$ cat config.mk
export PLATFORM = sky130hd
export DESIGN_NAME = shift_sequencer
export DESIGN_NICKNAME = d
export VERILOG_FILES = /design/src/rtl/shift_pkg.sv /design/src/rtl/shift_step.sv /design/src/rtl/shift_sequencer.sv
export SDC_FILE = /design/constraint.sdc
export NUM_CORES = 1
export LEC_CHECK = 0
export ABC_AREA = 1
export BUFFER_PORTS_ARGS = -buffer_cell sky130_fd_sc_hd__buf_4
export CAP_MARGIN = 40
export CORE_MARGIN = 3
export CORE_UTILIZATION = 50
export DETAILED_ROUTE_END_ITERATION = 12
export GPL_TIMING_DRIVEN = 0
export PLACE_DENSITY = 0.85
export SLEW_MARGIN = 20
export SYNTH_ARGS = -nofsm -noshare
export SYNTH_HDL_FRONTEND = slang
export SYNTH_SLANG_ARGS = --single-unit
$ cat constraint.sdc
create_clock -name clk -period 1.4 [get_ports clk]
set_input_delay 0.07 -clock clk [delete_from_list [all_inputs] [get_ports clk]]
set_output_delay 0.07 -clock clk [all_outputs]
set_load 0.02 [all_outputs]
$ cat src/rtl/shift_pkg.sv
// Shared definitions for the shift sequencer and its single-step datapath.
package shift_pkg;

   localparam int WIDTH_DEF = 4;
   localparam int CNT_W_DEF = 3;

   localparam logic DIR_LEFT  = 1'b0;
   localparam logic DIR_RIGHT = 1'b1;

   typedef enum logic [1:0] {
      IDLE  = 2'd0,
      SHIFT = 2'd1,
      DONE  = 2'd2
   } state_t;

endpackage

$ cat src/rtl/shift_step.sv
// Combinational single-bit shift/rotate stage; passes d through when en=0.
module shift_step
   import shift_pkg::*;
#(
   parameter int WIDTH = WIDTH_DEF
) (
   input  logic [WIDTH-1:0] d,
   input  logic             dir,
   input  logic             rotate,
   input  logic             fill,
   input  logic             en,
   output logic [WIDTH-1:0] q
);

   logic [WIDTH-1:0] left_q;
   logic [WIDTH-1:0] right_q;
   logic             left_in;
   logic             right_in;

   // Bit entering the vacated end: wrapped-around bit for rotate, fill otherwise.
   assign left_in  = rotate ? d[WIDTH-1] : fill;
   assign right_in = rotate ? d[0]       : fill;

   genvar gi;
   generate
      for (gi = 0; gi < WIDTH; gi++) begin : g_bit
         if (gi == 0) begin : g_lsb
            assign left_q[gi] = left_in;
         end else begin : g_lmid
            assign left_q[gi] = d[gi-1];
         end
         if (gi == WIDTH-1) begin : g_msb
            assign right_q[gi] = right_in;
         end else begin : g_rmid
            assign right_q[gi] = d[gi+1];
         end
      end
   endgenerate

   assign q = !en ? d : ((dir == DIR_RIGHT) ? right_q : left_q);

endmodule

$ cat src/rtl/shift_sequencer.sv
// Multi-step shift/rotate controller: loads an operand, steps the shifter
// once per clock for the requested amount, then pulses done for one cycle.
module shift_sequencer
   import shift_pkg::*;
#(
   parameter int WIDTH = WIDTH_DEF,
   parameter int CNT_W = CNT_W_DEF
) (
   input  logic             clk,
   input  logic             rst_n,
   input  logic             start,
   input  logic [WIDTH-1:0] load_val,
   input  logic [CNT_W-1:0] amount,
   input  logic             dir,
   input  logic             rotate,
   input  logic             fill,
   output logic             busy,
   output logic             done,
   output logic [WIDTH-1:0] result
);

   state_t           state_reg,  state_next;
   logic [CNT_W-1:0] cnt_reg,    cnt_next;
   logic [WIDTH-1:0] result_reg, result_next;
   logic             dir_reg,    dir_next;
   logic             rotate_reg, rotate_next;
   logic             fill_reg,   fill_next;
   logic             step_en;
   logic [WIDTH-1:0] step_q;

   shift_step #(.WIDTH(WIDTH)) u_step (
      .d      (result_reg),
      .dir    (dir_reg),
      .rotate (rotate_reg),
      .fill   (fill_reg),
      .en     (step_en),
      .q      (step_q)
   );

   // State, counter, working register and latched controls.
   always_ff @(posedge clk or negedge rst_n) begin
      if (!rst_n) begin
         state_reg  <= IDLE;
         cnt_reg    <= '0;
         result_reg <= '0;
         dir_reg    <= 1'b0;
         rotate_reg <= 1'b0;
         fill_reg   <= 1'b0;
      end else begin
         state_reg  <= state_next;
         cnt_reg    <= cnt_next;
         result_reg <= result_next;
         dir_reg    <= dir_next;
         rotate_reg <= rotate_next;
         fill_reg   <= fill_next;
      end
   end

   // Next-state, datapath updates and status outputs.
   always_comb begin
      state_next  = state_reg;
      cnt_next    = cnt_reg;
      result_next = result_reg;
      dir_next    = dir_reg;
      rotate_next = rotate_reg;
      fill_next   = fill_reg;
      step_en     = 1'b0;
      busy        = 1'b0;
      done        = 1'b0;
      case (state_reg)
         IDLE: begin
            if (start) begin
               result_next = load_val;
               dir_next    = dir;
               rotate_next = rotate;
               fill_next   = fill;
               cnt_next    = amount;
               state_next  = (amount != '0) ? SHIFT : DONE;
            end
         end
         SHIFT: begin
            busy        = 1'b1;
            step_en     = 1'b1;
            result_next = step_q;
            // Counter is >=1 whenever SHIFT is entered; guard keeps it from wrapping.
            if (cnt_reg != '0) begin
               cnt_next = cnt_reg - CNT_W'(1);
            end
            if (cnt_reg <= CNT_W'(1)) begin
               state_next = DONE;
            end
         end
         DONE: begin
            done       = 1'b1;
            state_next = IDLE;
         end
         default: begin
            state_next = IDLE;
         end
      endcase
   end

   assign result = result_reg;

endmodule

==> results of run 1 <==
logic make-up (layout without fill, tap and decap cells):
kind of cell	count (synthesis)	after routing
AO/OA/AOI/OAI	14	14
adder cells (fa/ha/maj)	3	3
buffers and inverters	22	45
flip-flops	12	12
AND/OR/NAND/NOR	57	57
worst max-delay path by stage:
stage | startpoint | to | slack (ps)
2_1_floorplan | cnt_reg[0] | cnt_reg[0] | 340
4_1_cts | cnt_reg[0] | cnt_reg[0] | 190
5_1_grt | cnt_reg[0] | cnt_reg[0] | 80
3_3_place_gp | cnt_reg[0] | cnt_reg[1] | 250
6_report | cnt_reg[0] | cnt_reg[0] | 180
3_5_place_dp | cnt_reg[0] | cnt_reg[0] | 210
stage by stage:
| stage | hold slack (ps) | utilization, % | setup slack [ps] |
|---|---|---|---|
| final | 49.0 | 70.2 | 184 |
| after global routing | 63.3 | 70.2 | 84.8 |
| after floorplan | -226 | - | 340 |
| after detailed placement | -81.8 | 66.7 | 206 |
| after global placement | -83.6 | 66.7 | 254 |
| after CTS | 43.8 | 70.2 | 188 |
timing repair:
| item | in CTS | in global routing |
|---|---|---|
| hold endpoints to repair | 12 | 0 |
| buffers inserted | 0 | 0 |
| hold buffers | 1 | 0 |
| resized for setup | 0 | 0 |
cells in the final DEF, fill, tap and decap left out, types with 2 or more instances in the layout:
| cell | synthesis | routed |
|---|---|---|
| nor2_1 | 14 | 14 |
| a21oi_1 | 3 | 3 |
| ha_1 | 3 | 3 |
| inv_2 | 3 | 3 |
| o21ai_1 | 5 | 5 |
| nand3_1 | 5 | 5 |
| inv_1 | 17 | 17 |
| dfrtp_1 | 12 | 12 |
| o21ai_2 | 2 | 2 |
| nand2_1 | 35 | 35 |
| o21ai_0 | 2 | 2 |
| clkbuf_4 | 0 | 3 |
| buf_4 | 0 | 18 |
power by group:
group	internal [W]	switching, W
combinational	0.000506	0.000782
sequential	0.000525	0.000167
clock	0.000158	0.000114
routing by layer:
| metal | GRT usage (%) | vias to the layer above | routed length (um) |
|---|---|---|---|
| met4 | 7.23 | 0 | 21 |
| li1 | - | 371 | - |
| met2 | 25.8 | 16 | 702 |
| met1 | 21.2 | 291 | 669 |
| met5 | 0 | - | 0 |
| met3 | 4.07 | 4 | 101 |
critical path, stage by stage (launching register included):
cell and delay (ps):
dfrtp_1 410, inv_1 90, ha_1 190, inv_1 50
nor2_1 40, o21ai_2 200, nand2_1 70, o21ai_1 90
cell type report:
class	instances	area [um2]	share of cell area (%)
sequential	12	300	31.7
inverter	21	78.8	8.32
buffer	1	11.3	1.19
clock buffer	4	36.3	3.83
tap	15	18.8	1.98
timing repair buffer	19	145	15.3
multi-input combinational	74	357	37.6
==> impl_metrics.toml, run 1 <==
[placed_design]
port_buffers = 18
place_inst = 141
dpl_cell_area_um2 = 901
gp_congestion = 0.819
place_hpwl_um = 1210

[synth]
synthMuxAreaShare_pct = 0
synth-simple-area-share_pct = 31.7
synthTopCellsByArea = "dfrtp_1, nand2_1, inv_1, nor2_1, ha_1"
synth_ff_type = "dfrtp_1"
synth_edf_count = 0
synth_compound_area_share_pct = 11.1
synth_area_leader_cell = "dfrtp_1"
synth.most_common_cell = "nand2_1"
synth_cells = 108
syn-num-nets = 124
async_flop_share_pct = 100
avgSynthCellArea_um2 = 6.92
synth_top_area_share_pct = 40.2
synth.yosys.seq_area_share_pct = 40.2
synthAdderAreaFrac_pct = 5.03
ys_warn_count = 0
synth_xor_area_share_pct = 0
netlist_area_um2 = 747
synth_top_family_by_area = "simple AND/OR/NAND/NOR gates"
ys_ff_latch = 12
synth.distinct_cells = 18
synthTopCellsByCount = "nand2_1, inv_1, nor2_1, dfrtp_1"

[grt]
grt_pass1_vias = 545
grt_pass1_wl_um = 2340
grtUsageTotal_pct = 16.4
grt_max_degree = 13
antenna_found_initial = 0
overflow = 0

[setup_path]
r2r_start = "cnt_reg[0]"
critPathCaptureType = "flop"
regToRegSetupSlack_ps = 180
critPathKind = "flop to flop"
critPathLaunchType = "flop"
r2r_cells = 7
rr_endpoint = "cnt_reg[0]"
worstPathMaxFanout = 5
cp_data_arrival_time_ps = 1410
critPathRequiredTime_ps = 1600

[power_and_ir_drop]
p_leak_nw = 0.549
design_power_total_w = 0.00225
vdd_drop_max_uv = 1260
powerDensity_nw_per_um2 = 2380

[sta]
fin_tns_setup_ps = 0
rsz0062_at_grt = "false"
maxSlewViolCount = 0
slew_headroom_pct = 76.3
hold_viol = 0
clock_skew_ps = 3.21
worst-slew-pin-transition_ps = 356
finalCriticalPeriod_ps = 1220
max_freq_ghz = 0.822
timing.final.crit_share_pct = 86.9
setup_violations = 0

[routing]
drtAntennaViolNets = 0
vias = 682
drt_iter0_markers = 17
wirelength_um = 1500
drt-pass1-iter-count = 6
avgViaCountPerCell = 4.67
wire_per_inst_um = 10.2
drc = 0

[cells_and_area]
final_cell_count_no_fill = 146
synthToLayoutAreaGrowth_pct = 26.8
design_area_um2 = 947
nFillCells = 109
drive_gt1_share_pct = 24.4
diodes = 0
largest_reg_flops = 4
fin_nets = 148

[clocking]
clkSlewWorstSetupHoldPaths_ps = 80
cts_buffers = 3
h-tree-depth = 1
clock_sinks = 12
clockBufferDepth = 2
cts_root_buf = "clkbuf_4"
clk_latency_ps = 270
cts_tree = "yes"

[floorplanning]
rows = 13
initial_core_util_pct = 55.3
dieWidth_um = 44.7
die_area_um2 = 1990
fp.coreArea_um2 = 1350
ioPinCount = 19
fp.dieH_um = 44.7

[hold_path]
min-delay-start = "fill"
hold_end = "fill_reg"
hold_depth = 3
hold_path.class = "primary input to flop"

[run]
maxCapViolations = 0

[outcome]
outcome = "completed"
(Power assumes the default switching activity.)
==> run 2, diff against run 1 <==
--- a/config.mk
+++ b/config.mk
@@ -12,6 +12,7 @@
 export CORE_UTILIZATION = 50
 export DETAILED_ROUTE_END_ITERATION = 12
 export GPL_TIMING_DRIVEN = 0
+export HOLD_SLACK_MARGIN = 0.06
 export PLACE_DENSITY = 0.85
 export SLEW_MARGIN = 20
 export SYNTH_ARGS = -nofsm -noshare
==> constraint.sdc (replaced) <==
create_clock -name clk -period 1.36 [get_ports clk]
set_input_delay 0.068 -clock clk [delete_from_list [all_inputs] [get_ports clk]]
set_output_delay 0.068 -clock clk [all_outputs]
set_load 0.02 [all_outputs]
==> impl_metrics.toml, run 2 (synthesized netlist as in run 1, its figures left out) <==
[outcome]
outcome = "completed"

[clocking]
cts_root_buf = "clkbuf_4"
h-tree-depth = 1
clkSlewWorstSetupHoldPaths_ps = 80
clock_sinks = 12
ctsHoldBuffers = 3
post_cts_buffers = 0
clk_latency_ps = 270
cts_buffers = 3
clockBufferDepth = 2
cts_tree = "yes"
postCtsResizedCells = 0

[routing]
drc = 0
drt-pass1-iter-count = 6
m1WireLength_um = 678
wirelength_um = 1500
met2_length_um = 707
drtAntennaViolNets = 0
wire_per_inst_um = 10.2
vias = 691
wl_met3_um = 96
top_layer_used = "met4"
drt_iter0_markers = 17
avgViaCountPerCell = 4.67

[sta]
max_freq_ghz = 0.822
worst-slew-pin-transition_ps = 356
setup_violations = 0
clock_skew_ps = 3.21
slew_headroom_pct = 76.3
timing.final.crit_share_pct = 89.4
rsz0062_at_grt = "false"
hold_viol = 0
finalCriticalPeriod_ps = 1220
fin_tns_setup_ps = 0
maxSlewViolCount = 0

[cells_and_area]
layout_commonest_cell = "nand2_1"
drive_gt1_share_pct = 24.1
largest_reg_flops = 4
final_cell_count_no_fill = 148
synthToLayoutAreaGrowth_pct = 29.5
nFillCells = 107
fin_nets = 150
mostFrequentLayoutCells = "nand2_1, buf_4, inv_1, nor2_1, dfrtp_1"
multi_input_area_um2 = 357
diodes = 0
seq_area_um2 = 300

[setup_path]
worstPathMaxFanout = 5
path_cells = "inv_1 -> ha_1 -> inv_1 -> nor2_1 -> o21ai_2 -> nand2_1 -> o21ai_1"
critPathKind = "flop to flop"
critPathRequiredTime_ps = 1560
critPathCaptureType = "flop"
critical-path-slowest-cell = "dfrtp_1"
crit_top_cell = "inv_1"
cpPeakStageDelay_ps = 410
r2r_start = "cnt_reg[0]"
critical_path.startpoint = "cnt_reg[0]"
cp_data_arrival_time_ps = 1410
critPathLaunchType = "flop"

[floorplanning]
fp.dieH_um = 44.7
rows = 13
fp.coreArea_um2 = 1350
die_area_um2 = 1990
initial_core_util_pct = 55.3
ioPinCount = 19
dieWidth_um = 44.7

[power_and_ir_drop]
p_leak_nw = 0.557
vdd_drop_max_uv = 1300
powerDensity_nw_per_um2 = 2400

[placed_design]
gp_congestion = 0.819
place_hpwl_um = 1210
port_buffers = 18
place_inst = 141

[hold_path]
min-delay-start = "dir"
hold_path.class = "primary input to flop"

[grt]
overflow = 0
antenna_found_initial = 0
grtUsageTotal_pct = 16.6
grt_pass1_vias = 557
grt_pass1_wl_um = 2370
grt_max_degree = 13

[run]
maxCapViolations = 0
run 2: cell count changes in the layout (fill, tap and decap cells not counted), sizes merged:
cell         previous run  this run
dlygate4sd3             1         3
run 2: per-stage QoR:
stage | total power (W) | setup WS [ps] | area, um2 | util [%] | hold WS, ps
5_1_grt | 0.00255 | 44.8 | 967 | 71.6 | 66.1
3_5_place_dp | 0.00206 | 166 | 901 | 66.7 | -83.8
4_1_cts | 0.00235 | 148 | 967 | 71.6 | 66.6
6_report | 0.00232 | 144 | 967 | 71.6 | 71.8
2_1_floorplan | 0.00167 | 300 | 747 | - | -228
3_3_place_gp | 0.00200 | 214 | 901 | 66.7 | -85.6
run 2: final timing paths:
check                              to  slack, ps  cells past startpoint
max                        cnt_reg[0]        140                      7
min                           dir_reg         70                      3
max reg2reg                cnt_reg[0]        140                      7
min reg2reg                  fill_reg        520                      2
max in group asynchronous  cnt_reg[1]       1040                      2
min in group asynchronous   result[0]        170                      2
run 2: worst max-delay path, delay by kind of cell, from the launching register on:
family	cells	cell delay (ps)
flops	1	410
compound gates	2	290
fa+ha+maj	1	190
buf+inv	2	140
simple gates	2	110
run 2: area by class of cell:
| class | instances | area share [%] |
|---|---|---|
| Inverter | 21 | 8.15 |
| Timing Repair Buffer | 21 | 17.1 |
| Sequential cell | 12 | 31.0 |
| Tap cell | 15 | 1.94 |
| Buffer | 1 | 1.16 |
| Multi-Input combinational cell | 74 | 36.9 |
| Clock buffer | 4 | 3.75 |
run 2: power by group:
part           leakage (nW)  switching, W  internal (W)  total [W]
clock network        0.0210      0.000117      0.000163   0.000280
logic                 0.392      0.000806      0.000524    0.00133
registers             0.144      0.000171      0.000541   0.000712
total                 0.557       0.00109       0.00123    0.00232
run 2: metal layers:
metal,vias up,GRT usage [%]
met4,0,7.23
met3,4,4.07
met1,295,21.2
met2,16,26.4
met5,-,0
li1,376,-
==> run 3, diff against run 2 <==
--- a/config.mk
+++ b/config.mk
@@ -13,7 +13,7 @@
 export DETAILED_ROUTE_END_ITERATION = 12
 export GPL_TIMING_DRIVEN = 0
 export HOLD_SLACK_MARGIN = 0.06
-export PLACE_DENSITY = 0.85
+export PLACE_DENSITY = 0.76
 export SLEW_MARGIN = 20
 export SYNTH_ARGS = -nofsm -noshare
 export SYNTH_HDL_FRONTEND = slang
==> impl_metrics.toml, run 3 (synthesized netlist as in run 1, its figures left out) <==
[outcome]
outcome = "completed"

[cells_and_area]
layout_commonest_cell = "nand2_1"
multi_input_area_um2 = 357
seq_area_um2 = 300
mostFrequentLayoutCells = "nand2_1, buf_4, inv_1, nor2_1, dfrtp_1"
largest_reg_flops = 4
drive_gt1_share_pct = 23.9
synthToLayoutAreaGrowth_pct = 30.0
utilization_pct = 71.9
fin_nets = 152
nFillCells = 122
diodes = 0

[hold_path]
hold_end = "result[1]"
hold_path.class = "primary input to flop"
min-delay-start = "load_val[1]"
hold_depth = 5

[sta]
fin_tns_setup_ps = 0
slew_headroom_pct = 73.6
setup_ws_ps = 113
finalCriticalPeriod_ps = 1250
clock_skew_ps = 4.02
maxSlewViolCount = 0
hold-worst-slack_ps = 85.2
hold_viol = 0
setup_violations = 0
timing.final.crit_share_pct = 91.7
worst-slew-pin-transition_ps = 395
max_freq_ghz = 0.802

[floorplanning]
initial_core_util_pct = 55.3
fp.coreArea_um2 = 1350
fp.dieH_um = 44.7
dieWidth_um = 44.7
die_area_um2 = 1990
rows = 13
ioPinCount = 19

[setup_path]
critPathLaunchType = "flop"
rr_endpoint = "cnt_reg[0]"
critPathKind = "flop to flop"
r2r_cells = 7
worstPathMaxFanout = 5
regToRegSetupSlack_ps = 110
cp_data_arrival_time_ps = 1440
r2r_start = "cnt_reg[0]"
critPathRequiredTime_ps = 1560
critPathCaptureType = "flop"

[routing]
vias = 737
drt_iter0_markers = 6
wire_per_inst_um = 11.0
wirelength_um = 1640
drt-pass1-iter-count = 5
drc = 0
drtAntennaViolNets = 0
avgViaCountPerCell = 4.95

[clocking]
h-tree-depth = 1
cts_buffers = 3
clkSlewWorstSetupHoldPaths_ps = 70
clockBufferDepth = 2
clk_latency_ps = 270
clock_sinks = 12
cts_tree = "yes"
cts_root_buf = "clkbuf_4"

[placed_design]
port_buffers = 18
dp_slack_ps = 146
place_hpwl_um = 1230
gp_congestion = 0.811

[power_and_ir_drop]
vdd_drop_max_uv = 1410
p_leak_nw = 0.559
powerDensity_nw_per_um2 = 2380
design_power_total_w = 0.00231

[grt]
overflow = 0
grtUsageTotal_pct = 17.5
grt_pass1_vias = 599
antenna_found_initial = 0
grt_max_degree = 13
grt_pass1_wl_um = 2550

[run]
maxCapViolations = 0
-- run 3: cell count changes in the layout (fill, tap and decap cells not counted), sizes merged --
cell / previous run / this run
buf: 19 / 20
clkbuf: 4 / 3
dlygate4sd3: 3 / 4
-- run 3: through the flow --
stage / cell area [um2] / std cells
6_report: 971 / 149
3_5_place_dp: 901 / 141
4_1_cts: 963 / 148
3_3_place_gp: 901 / 141
5_1_grt: 971 / 149
2_1_floorplan: 747 / 108
-- run 3: repair_timing --
item / in CTS / in global routing
setup buffers: 0 / 1
resized for setup: 0 / 0
setup endpoints to repair: 0 / 1
endpoints found under the hold margin: 15 / 0
hold buffers: 4 / 0
-- run 3: cell type report --
cell class                 count  share of cell area [%]
buffer                         1                    1.16
clock buffer                   3                    2.32
inverter                      21                    8.12
multi-input combinational     74                    36.7
sequential                    12                    30.9
tap                           15                    1.93
timing repair buffer          23                    18.8
-- run 3: power by group --
part / switching [W] / internal [W] / leakage [nW] / total, W
logic: 0.000840 / 0.000546 / 0.401 / 0.00139
registers: 0.000165 / 0.000541 / 0.144 / 0.000705
clock network: 0.000116 / 0.000102 / 0.0138 / 0.000218
-- run 3: worst max-delay path by stage --
stage / from / slack [ps] / depth (start not counted) / to
floorplan: cnt_reg[0] / 300 / 7 / cnt_reg[0]
global placement: cnt_reg[0] / 170 / 7 / cnt_reg[1]
detailed placement: cnt_reg[0] / 150 / 7 / cnt_reg[0]
CTS: cnt_reg[0] / 120 / 7 / cnt_reg[0]
global route: cnt_reg[0] / -30 / 7 / cnt_reg[0]
finish: cnt_reg[0] / 110 / 7 / cnt_reg[0]
-- run 3: per-layer routing --
metal,GRT usage [%],share of wire (%)
met1,22.2,43
met2,28.7,52
met3,2.44,4.8
met4,9.04,0.61
met5,0,0
-- run 3: worst max-delay path, stage by stage (launching register included) --
cell and delay (ps):
dfrtp_1 390, inv_1 90, ha_1 200, inv_1 50, nor2_1 40, o21ai_2 240
nand2_1 90, o21ai_1 80
